[src/rtl/stream_parity.sv]
// ---------------------------------------------------------------------------
// stream_parity
//
// Registered streaming parity generator/checker on a valid/ready word stream.
// Each accepted word is copied into a single output register stage. The stage
// also holds the word's computed parity and a mismatch flag against the
// received parity bit. Frames are delimited by in_last. A running XOR of the
// per-word parity bits is published on frame_par with a one-cycle frame_done
// pulse. Words with a parity error are counted in a saturating counter.
//
// Parameters:
//   DATA_W  word width in bits (>= 1)
//   ODD     0 = even parity, 1 = odd parity (p = ^data ^ ODD)
//   CNT_W   error counter width
//
// Ports:
//   clk, rst            rising-edge clock, synchronous active-high reset
//   in_valid/in_ready   input handshake (in_ready is combinational)
//   in_data, in_par     input word and its received parity bit
//   in_chk              1 = compare in_par against the computed parity
//   in_last             final word of a frame
//   out_valid/out_ready output handshake
//   out_data, out_par   registered word and its computed parity
//   out_err             parity mismatch for this word (0 when not checked)
//   out_last            registered in_last
//   frame_par           XOR of the out_par bits of the frame just completed
//   frame_done          one-cycle pulse, frame_par is valid
//   err_cnt             saturating count of erroneous words since reset
//
// Optional feature (macro STREAM_PARITY_STICKY_ERR_EN):
//   err_clr     clears err_sticky and err_cnt on the next edge
//   err_sticky  set when any word error is counted, held until cleared
//   If a clear coincides with a new error, the set wins (err_cnt = 1).
// ---------------------------------------------------------------------------
module stream_parity #(
  parameter int DATA_W = 8,
  parameter bit ODD    = 1'b0,
  parameter int CNT_W  = 16
) (
  input  logic              clk,
  input  logic              rst,
  input  logic              in_valid,
  output logic              in_ready,
  input  logic [DATA_W-1:0] in_data,
  input  logic              in_par,
  input  logic              in_chk,
  input  logic              in_last,
  output logic              out_valid,
  input  logic              out_ready,
  output logic [DATA_W-1:0] out_data,
  output logic              out_par,
  output logic              out_err,
  output logic              out_last,
  output logic              frame_par,
  output logic              frame_done,
  output logic [CNT_W-1:0]  err_cnt
`ifdef STREAM_PARITY_STICKY_ERR_EN
  ,
  input  logic              err_clr,
  output logic              err_sticky
`endif
);

  // Parity of one word including the even/odd selection.
  function automatic logic word_parity(input logic [DATA_W-1:0] d);
    return (^d) ^ ODD;
  endfunction

  logic             acc_r;
  logic             in_xfer_s;
  logic             par_s;
  logic             err_s;
  logic             cnt_evt_s;
  logic             cnt_max_s;
  logic [CNT_W-1:0] cnt_next_s;

  // Handshake, per-word parity and error detection.
  always_comb begin
    in_ready  = !out_valid || out_ready;
    in_xfer_s = in_valid && in_ready;
    par_s     = word_parity(in_data);
    err_s     = in_chk && (in_par != par_s);
    cnt_evt_s = in_xfer_s && err_s;
    cnt_max_s = &err_cnt;
  end

`ifdef STREAM_PARITY_STICKY_ERR_EN
  logic sticky_next_s;

  // Next error count and sticky flag; a new error overrides a clear.
  always_comb begin
    cnt_next_s    = err_cnt;
    sticky_next_s = err_sticky;
    if (err_clr) begin
      if (cnt_evt_s) begin
        cnt_next_s = CNT_W'(1'b1);
      end else begin
        cnt_next_s = {CNT_W{1'b0}};
      end
    end else if (cnt_evt_s && !cnt_max_s) begin
      cnt_next_s = err_cnt + CNT_W'(1'b1);
    end else begin
      cnt_next_s = err_cnt;
    end
    if (cnt_evt_s) begin
      sticky_next_s = 1'b1;
    end else if (err_clr) begin
      sticky_next_s = 1'b0;
    end else begin
      sticky_next_s = err_sticky;
    end
  end

  // Sticky error flag register.
  always_ff @(posedge clk) begin
    if (rst) begin
      err_sticky <= 1'b0;
    end else begin
      err_sticky <= sticky_next_s;
    end
  end
`else
  // Next error count: saturating increment, cleared only by reset.
  always_comb begin
    cnt_next_s = err_cnt;
    if (cnt_evt_s && !cnt_max_s) begin
      cnt_next_s = err_cnt + CNT_W'(1'b1);
    end else begin
      cnt_next_s = err_cnt;
    end
  end
`endif

  // Error counter register.
  always_ff @(posedge clk) begin
    if (rst) begin
      err_cnt <= {CNT_W{1'b0}};
    end else begin
      err_cnt <= cnt_next_s;
    end
  end

  // Output stage, frame accumulator and frame_done pulse.
  always_ff @(posedge clk) begin
    if (rst) begin
      out_valid  <= 1'b0;
      out_data   <= {DATA_W{1'b0}};
      out_par    <= 1'b0;
      out_err    <= 1'b0;
      out_last   <= 1'b0;
      frame_par  <= 1'b0;
      frame_done <= 1'b0;
      acc_r      <= 1'b0;
    end else begin
      frame_done <= 1'b0;
      if (in_xfer_s) begin
        // Loading a new word also covers a simultaneous output transfer.
        out_valid <= 1'b1;
        out_data  <= in_data;
        out_par   <= par_s;
        out_err   <= err_s;
        out_last  <= in_last;
        if (in_last) begin
          frame_par  <= acc_r ^ par_s;
          frame_done <= 1'b1;
          acc_r      <= 1'b0;
        end else begin
          acc_r <= acc_r ^ par_s;
        end
      end else if (out_ready) begin
        out_valid <= 1'b0;
      end else begin
        out_valid <= out_valid;
      end
    end
  end

endmodule

[config.mk]
export PLATFORM = sky130hd
export DESIGN_NAME = stream_parity
export DESIGN_NICKNAME = d
export VERILOG_FILES = /design/src/rtl/stream_parity.sv
export SDC_FILE = /design/constraint.sdc
export NUM_CORES = 1
export LEC_CHECK = 0
export CORE_UTILIZATION = 50
export CTS_CLUSTER_SIZE = 30
export DETAILED_ROUTE_END_ITERATION = 16
export PLACE_DENSITY_LB_ADDON = 0.2
export SLEW_MARGIN = 15
export SYNTH_ARGS = -nofsm -noshare
export SYNTH_HDL_FRONTEND = slang
export SYNTH_SLANG_ARGS = --single-unit
[constraint.sdc]
create_clock -name clk -period 3.7 [get_ports clk]
set_input_delay 0.37 -clock clk [delete_from_list [all_inputs] [get_ports clk]]
set_output_delay 0.37 -clock clk [all_outputs]
set_load 0.02 [all_outputs]
After elaboration in Yosys (flattened, before gate mapping)
Cells that the tools add are included.
{ "totals": {"reg_bits": 31, "latch_bits": 0, "ram_bits": 0, "romBits": 0, "inputBits": 15, "output_inout_bits": 31, "wordCells": 29, "mem_count": 0} }
{ "classes": {"addsub": 1, "multipliers": 0, "div_mod_pow": 0, "n_lt_le_gt_ge": 0, "n_eq_ne": 1, "n_shift": 0, "n_mux": 4, "bitwise_logic": 2, "n_reduce_logical": 12} }
{ "op_table": {"columns": ["cell", "count"], "rows": [
  ["$add A16 B1 Y16 const B", 1],
  ["$reduce_and A16 Y1", 1],
  ["$reduce_xor A8 Y1", 1],
  ["$logic_and A1 B1 Y1", 4],
  ["$mux W1", 4],
  ["$logic_not A1 Y1", 2],
  ["$reduce_and A2 Y1", 1],
  ["$reduce_bool A2 Y1", 1],
  ["$reduce_or A2 Y1", 1],
  ["$logic_or A1 B1 Y1", 1],
  ["$ne A1 B1 Y1", 1],
  ["$not A1 Y1", 1],
  ["$xor A1 B1 Y1", 1]
]} }

Longest topological paths before layout
Gate-level depths: netlist of the first run.
{ "logic_depth": {"word_depth": 5, "depth_mapped": 7, "depth_no_buf": 6} }

Least setup slack after synthesis of the first run
Ideal clock, no wire load.
{ "synth_timing": {"path_type": "input port to flip-flop", "start": "input in_data[6]", "end": "register err_cnt[11]", "setup_time_ps": 70, "arrival_time_ps": 1963, "required_ps": 3630, "setup_slack_ps": 1667, "path_stages": 6, "path_cell_list": "xnor2_1 -> xnor2_2 -> xnor3_2 -> buf_6 -> or4_1 -> a21oi_1"} }
{ "synth_between": {"elab_chain_cells": 5} }
{ "synth_lines": {"columns": ["item", "line_no", "source"], "rows": [
  ["start: declaration", "44", "input logic [DATA_W-1:0] in_data,"],
  ["$reduce_xor A8 Y1", "66", "return (^d) ^ ODD;"],
  ["$ne A1 B1 Y1", "82", "err_s = in_chk && (in_par != par_s);"],
  ["$logic_and A1 B1 Y1", "82", null],
  ["$logic_and A1 B1 Y1", "83", "cnt_evt_s = in_xfer_s && err_s;"],
  ["$logic_and A1 B1 Y1", "126", "if (cnt_evt_s && !cnt_max_s) begin"],
  ["end signal: assignment", "137", "err_cnt <= {CNT_W{1'b0}};"],
  ["end signal: assignment", "139", "err_cnt <= cnt_next_s;"],
  ["end: declaration", "56", "output logic [CNT_W-1:0] err_cnt"]
]} }
Every way passes these cells.
A chain may end at the register's enable or synchronous reset.

Worst setup path in the final report of the first run
{ "layout_timing": {"start": "input in_data[7]", "end": "register err_cnt[10]"} }
The elaborated chain is that of the path after synthesis.

==> results of run 1 <==
[worst paths after layout]
path                              end  slack, ps
max reg2reg   err_cnt[8]$_SDFFE_PP0P_       1580
min reg2reg  out_data[5]$_SDFFE_PP0P_        460
max          err_cnt[10]$_SDFFE_PP0P_       1320
min          out_data[5]$_SDFFE_PP0P_        460
[metrics by stage]
step | total power (uW) | instances | area, um2 | worst slack [ps]
2_1_floorplan | 494 | 186 | 1580 | 1670
3_3_place_gp | 542 | 266 | 2040 | 1080
3_5_place_dp | 549 | 266 | 2040 | 997
4_1_cts | 771 | 274 | 2110 | 1320
5_1_grt | 802 | 274 | 2110 | 1210
6_report | 763 | 274 | 2110 | 1320
[final cells by class]
cell class                 instances  area share (%)
clock buffer                       8            3.27
inverter                           5           0.891
multi-input combinational        141            42.6
sequential                        31            29.5
tap                               44            2.61
timing repair buffer              45            21.2
[worst reg2reg max path, stage by stage (launching register included)]
cell,delay [ps]
dfxtp_1,420
ha_1,200
nand3_1,130
nor3_1,530
nand3_1,170
mux2i_1,210
mux2_2,350
[per-layer routing]
layer	up-vias	global-route usage [%]	routed length, um
li1	780	-	-
met1	732	27.2	1610
met2	42	42.9	1960
met3	7	6.70	176
met4	0	10.9	61
met5	-	0	0
[sequential cells by signal, summed over array words and instances, names as in the netlist]
signal / count
acc_r: 1
out_valid: 1
err_cnt: 16
frame_par: 1
out_last: 1
out_err: 1
out_data: 8
out_par: 1
frame_done: 1
[synthesized netlist by cell type]
library cell,count
o41ai_1,1
buf_1,1
nand4b_1,1
or4_1,11
o31ai_1,11
nor2_1,10
a31oi_1,1
nand3_1,9
a21boi_0,1
and3_1,3
ha_1,1
o2111ai_1,1
mux2_2,3
mux2i_1,3
a31o_2,1
dfxtp_1,31
or3_1,2
xor2_1,1
xnor2_2,1
buf_6,1
nand2_1,24
a21oi_1,22
clkbuf_1,7
inv_1,5
nor4_1,1
o21ai_1,1
o21ai_0,3
nor2b_1,4
nand4_1,5
nor3_1,3
and4_1,3
xnor3_2,1
xnor2_1,6
and2_1,1
nand3b_1,4
xor3_1,1
a211oi_1,1
[kinds of logic after synthesis]
group	Yosys count	share of synthesized area (%)
adder cells (fa/ha/maj)	1	0.793
AO/OA/AOI/OAI	43	16.5
XOR/XNOR	10	7.93
buffers and inverters	14	3.81
multiplexers	6	4.04
flip-flops	31	39.3
AND/OR/NAND/NOR	81	27.6
[power breakdown]
| group | switching, uW | internal (uW) |
|---|---|---|
| Sequential | 8.61 | 347 |
| Combinational | 108 | 77.3 |
| Clock | 111 | 112 |
==> metrics.csv, run 1 <==
stage,metric,value,unit
outcome,status,"finished, final reports clean",
clock_tree,clock-sinks,31,
layout,drive_gt1_share,6.09,%
floorplanning,row_count,20,
clock_tree,cts_tree,built,
synth,synth_nets,202,
floorplanning,die_x,58.2,um
clock_tree,clock_latency,330,ps
layout,final_common_cell,clkdlybuf4s50_1,
worst_setup_path,cp_cell_sequence,clkdlybuf4s50_1 -> xnor2_1 -> xnor2_2 -> xnor2_1 -> mux2i_1 -> mux2_2,
synth,syn_inst,186,
timing,relSlewSlack,48.7,%
min_path,holdCritStartpoint,out_data[5]$_SDFFE_PP0P_,
clock_tree,clk_pin_slew,90,ps
worst_setup_path,cp.arrival,2610,ps
timing,finalCritPeriodShare,64.4,%
timing,setup-tns-final,0,ps
worst_setup_path,r2r_cells,6,
floorplanning,dieHeight,58.2,um
worst_setup_path,startpoint,in_data[7],
clock_tree,postCtsSetupBuffers,0,
grt,track_usage,24.3,%
floorplanning,num_io_pins,46,
timing,rsz0062_at_grt,no,
worst_setup_path,path_delay_family,XOR/XNOR gates,
drt,routed_via_density,5.70,
timing,max_freq,420,MHz
timing,period_needed,2380,ps
layout,final_util,69.5,%
clock_tree,cts_root_buf,clkbuf_4,
worst_setup_path,cp_common_cell,xnor2_1,
layout,antenna_cells,0,
worst_setup_path,crit_buf_inv,1,
grt,antenna_found_initial,0,
timing,fin_skew,10.9,ps
timing,worst_pin_slew,765,ps
drt,post-route-drc-count,0,
worst_setup_path,critPathLaunchType,primary input,
pwr,leakagePower,0.000712,uW
drt,wl_per_cell,13.9,um
worst_setup_path,crit_type,primary input to flip-flop,
worst_setup_path,critPathRequiredTime,3930,ps
worst_setup_path,cp-end-kind,flip-flop,
pwr,vdd_drop_max,0.192,mV
drt,drtIter0Drc,68,
synth,synth.ff_latch_count,31,
layout,seqCellArea,621,um2
timing,hold_viol,0,
drt,postRouteAntennaNets,0,
min_path,min_path_cells,2,
placed_design,gp_congestion,0.830,
synth,synth_warnings,0,
flow_run,maxCapViolCount,0,
min_path,hold_path_class,flip-flop to flip-flop,
worst_setup_path,slowest_delay,660,ps
grt,grt_max_degree,37,
clock_tree,cts_max_path_buffers,2,
grt,grt_pass1_vias,1417,
synth,synth-seq-area-share,39.3,%
floorplanning,initial_core_util,52.1,%
drt,drtPass1Iterations,4,
clock_tree,hold_buffers,0,
floorplanning,dieArea,3380,um2
worst_setup_path,crit_fanout,7,
drt,drt_wl_total,3800,um
layout,nNetsFinal,245,
synth,yosys.area.top_type_share,39.3,%
clock_tree,cts_resized,0,
worst_setup_path,regToRegStartpoint,err_cnt[0]$_SDFFE_PP0P_,
grt,grt_pass1_wl,6200,um
timing,setup_viol,0,
synth,synth_largest_area_cell,dfxtp_1,
pwr,power_density,362,nW/um2
floorplanning,coreArea,3030,um2
timing,slew_viol_final,0,
placed_design,numPortBuffers,45,
drt,vias,1561,
grt,overflow,0,
layout,fill_cells,257,
worst_setup_path,path_depth,6,
worst_setup_path,critPathSlowestCell,xnor2_1,
synth,netlist-cell-type-count,37,
clock_tree,htree_levels,2,
placed_design,hpwl,2760,um
layout,layout_common_cells,"44 x clkdlybuf4s50_1, 31 x dfxtp_1, 24 x nand2_1, 22 x a21oi_1",
synth,yosys-top-cells-area,"dfxtp_1 39%, a21oi_1 7.0%, nand2_1 5.7%",
synth,synth_area,1580,um2
layout,syn_to_final_growth,33.5,%
layout,multi_input_area,897,um2
synth,synth.avg_cell_area,8.48,um2
clock_tree,numCtsBuffers,5,
timing,fin_hold_ws,459,ps
No activity file was read; power rests on OpenSTA's default activity.
==> run 2: changes to the inputs <==
--- a/config.mk
+++ b/config.mk
@@ -5,7 +5,7 @@
 export SDC_FILE = /design/constraint.sdc
 export NUM_CORES = 1
 export LEC_CHECK = 0
-export CORE_UTILIZATION = 50
+export CORE_UTILIZATION = 47
 export CTS_CLUSTER_SIZE = 30
 export DETAILED_ROUTE_END_ITERATION = 16
 export PLACE_DENSITY_LB_ADDON = 0.2
==> constraint.sdc (replaced) <==
create_clock -name clk -period 2.4 [get_ports clk]
set_input_delay 0.24 -clock clk [delete_from_list [all_inputs] [get_ports clk]]
set_output_delay 0.24 -clock clk [all_outputs]
set_load 0.02 [all_outputs]
==> metrics.csv, run 2 (synthesized netlist as in run 1, its figures left out) <==
stage,metric,value,unit,change
outcome,status,"finished, final reports clean",,
placed_design,numPortBuffers,45,,unchanged
clock_tree,clock-sinks,31,,unchanged
timing,setup_viol,0,,unchanged
clock_tree,cts_max_path_buffers,2,,unchanged
layout,largestRegisters,"err_cnt (16), out_data (8)",,
floorplanning,initial_core_util,50.4,%,-1.7 points
timing,fin_skew,4.63,ps,-6.23 ps
timing,max_freq,464,MHz,
clock_tree,cts_resized,0,,unchanged
clock_tree,cts_root_buf,clkbuf_4,,
worst_setup_path,cp.arrival,2410,ps,-200 ps
floorplanning,dieArea,3590,um2,+6.2%
clock_tree,hold_buffers,0,,unchanged
pwr,leakagePower,0.000746,uW,+4.9%
layout,syn_to_final_growth,36.8,%,
min_path,hold_end,out_last$_SDFFE_PP0P_,,
drt,wl_per_cell,13.6,um,-1.8%
layout,nNetsFinal,253,,+3.3%
timing,relSlewSlack,63.0,%,+14 points
worst_setup_path,r2r_cells,5,,-1
layout,largest_reg_flops,16,,unchanged
worst_setup_path,critPathSlowestCell,xnor3_2,,
floorplanning,row_count,20,,unchanged
worst_setup_path,critPathRequiredTime,2650,ps,-1280 ps
layout,drive_gt1_share,8.86,%,+2.8 points
placed_design,hpwl,2800,um,+1.5%
clock_tree,clock_latency,330,ps,about the same
layout,final_cell_area,2160,um2,+2.5%
grt,track_usage,23.2,%,-1.1 points
drt,drtPass1Iterations,4,,unchanged
clock_tree,htree_levels,2,,unchanged
worst_setup_path,reg2reg_to,err_cnt[8]$_SDFFE_PP0P_,,
layout,antenna_cells,0,,unchanged
flow_run,maxCapViolCount,0,,unchanged
floorplanning,coreArea,3130,um2,+3.3%
worst_setup_path,slowest_delay,550,ps,-110 ps
layout,final_common_cell,clkdlybuf4s50_1,,
min_path,hold_path_class,flip-flop to flip-flop,,
drt,drt_wl_total,3830,um,+0.74%
drt,routed_via_density,5.66,,-0.68%
worst_setup_path,critPathLaunchType,primary input,,
clock_tree,numCtsBuffers,5,,unchanged
min_path,holdCritStartpoint,out_last$_SDFFE_PP0P_,,
pwr,power,1180,uW,+55%
worst_setup_path,cp-end-kind,flip-flop,,
timing,finalCritPeriodShare,89.8,%,
timing,rsz0062_at_grt,no,,
clock_tree,cts_tree,built,,
min_path,min_path_cells,2,,unchanged
drt,postRouteAntennaNets,0,,unchanged
worst_setup_path,ff2ff_setup_slack,390,ps,-1190 ps
placed_design,gp_congestion,0.746,,-10%
worst_setup_path,regToRegStartpoint,err_cnt[4]$_SDFFE_PP0P_,,
timing,timing.final.ws_setup,245,ps,-1070 ps
drt,post-route-drc-count,0,,unchanged
grt,grt_pass1_wl,6200,um,unchanged
worst_setup_path,path_delay_family,XOR/XNOR gates,,
drt,drtIter0Drc,48,,-29%
drt,vias,1590,,+1.9%
pwr,power_density,548,nW/um2,+51%
timing,hold_viol,0,,unchanged
timing,period_needed,2160,ps,
worst_setup_path,cp_cell_sequence,clkdlybuf4s50_1 -> xnor2_1 -> xnor2_2 -> xnor3_2 -> or4_1 -> a21oi_1,,
clock_tree,postCtsSetupBuffers,0,,unchanged
timing,worst_pin_slew,553,ps,-212 ps
placed_design,dp_slack,-91.6,ps,-1090 ps
worst_setup_path,crit_fanout,22,,+15
floorplanning,die_x,59.9,um,+3.0%
grt,grt_pass1_vias,1408,,-0.64%
worst_setup_path,crit_type,primary input to flip-flop,,
grt,overflow,0,,unchanged
grt,antenna_found_initial,0,,unchanged
layout,regMostFlops,err_cnt,,
pwr,vdd_drop_max,0.329,mV,+71%
layout,layout_common_cells,"45 x clkdlybuf4s50_1, 31 x dfxtp_1, 24 x nand2_1, 22 x a21oi_1",,
clock_tree,clk_pin_slew,100,ps,about the same
floorplanning,num_io_pins,46,,unchanged
floorplanning,dieHeight,59.9,um,+3.0%
timing,slew_viol_final,0,,unchanged
worst_setup_path,crit_buf_inv,1,,unchanged
grt,grt_max_degree,23,,-38%
placed_design,place_area,2100,um2,+2.9%
==> run 2: final cells by class <==
class / instances / area, um2
multi-input cells: 141 / 897
repair buffers: 53 / 510
inverters: 5 / 18.8
clock inverters: 1 / 5.00
well taps: 44 / 55.1
fillers: 256 / 970
clock buffers: 6 / 51.3
flip-flops and latches: 31 / 621
==> run 2: per-layer routing <==
metal  share of wire, %  routed length [um]  track usage (%)  up-vias
met3                5.6                 215             6.71        9
met1                 44                1680             27.2      737
met4                1.3                  50             7.64        0
li1                   -                   -                -      789
met5                  0                   0                0        -
met2                 49                1880             40.5       55
==> run 2: worst register-to-register path: cells and delay by family (launching register included) <==
kind | cells | cell delay [ps]
AND/OR/NAND/NOR | 2 | 520
multiplexers | 2 | 520
flip-flops | 1 | 450
AO/OA/AOI/OAI | 1 | 420
==> run 2: through the flow <==
stage	TNS, ps	hold WS [ps]	std cells	utilization, %
after floorplan	0	361	186	-
after global placement	-50.5	443	274	67.2
after detailed placement	-637	449	274	67.2
after CTS	0	462	281	69.0
after global routing	0	488	281	69.0
final	0	460	281	69.0
==> run 2: worst max-delay path by stage <==
stage | from | end | slack, ps | cells after the start
after floorplan | err_cnt[4]$_SDFFE_PP0P_ | err_cnt[10]$_SDFFE_PP0P_ | 450 | 6
after global placement | in_data[4] | err_cnt[11]$_SDFFE_PP0P_ | -20 | 6
after detailed placement | in_data[6] | err_cnt[11]$_SDFFE_PP0P_ | -90 | 6
after CTS | in_data[4] | err_cnt[11]$_SDFFE_PP0P_ | 250 | 6
after global routing | in_data[6] | err_cnt[11]$_SDFFE_PP0P_ | 130 | 6
final | in_data[6] | err_cnt[11]$_SDFFE_PP0P_ | 240 | 6
==> run 2: where the power goes <==
group | total, uW | internal, uW | switching [uW]
logic | 323 | 149 | 174
clock network | 310 | 136 | 175
registers | 549 | 535 | 13.2
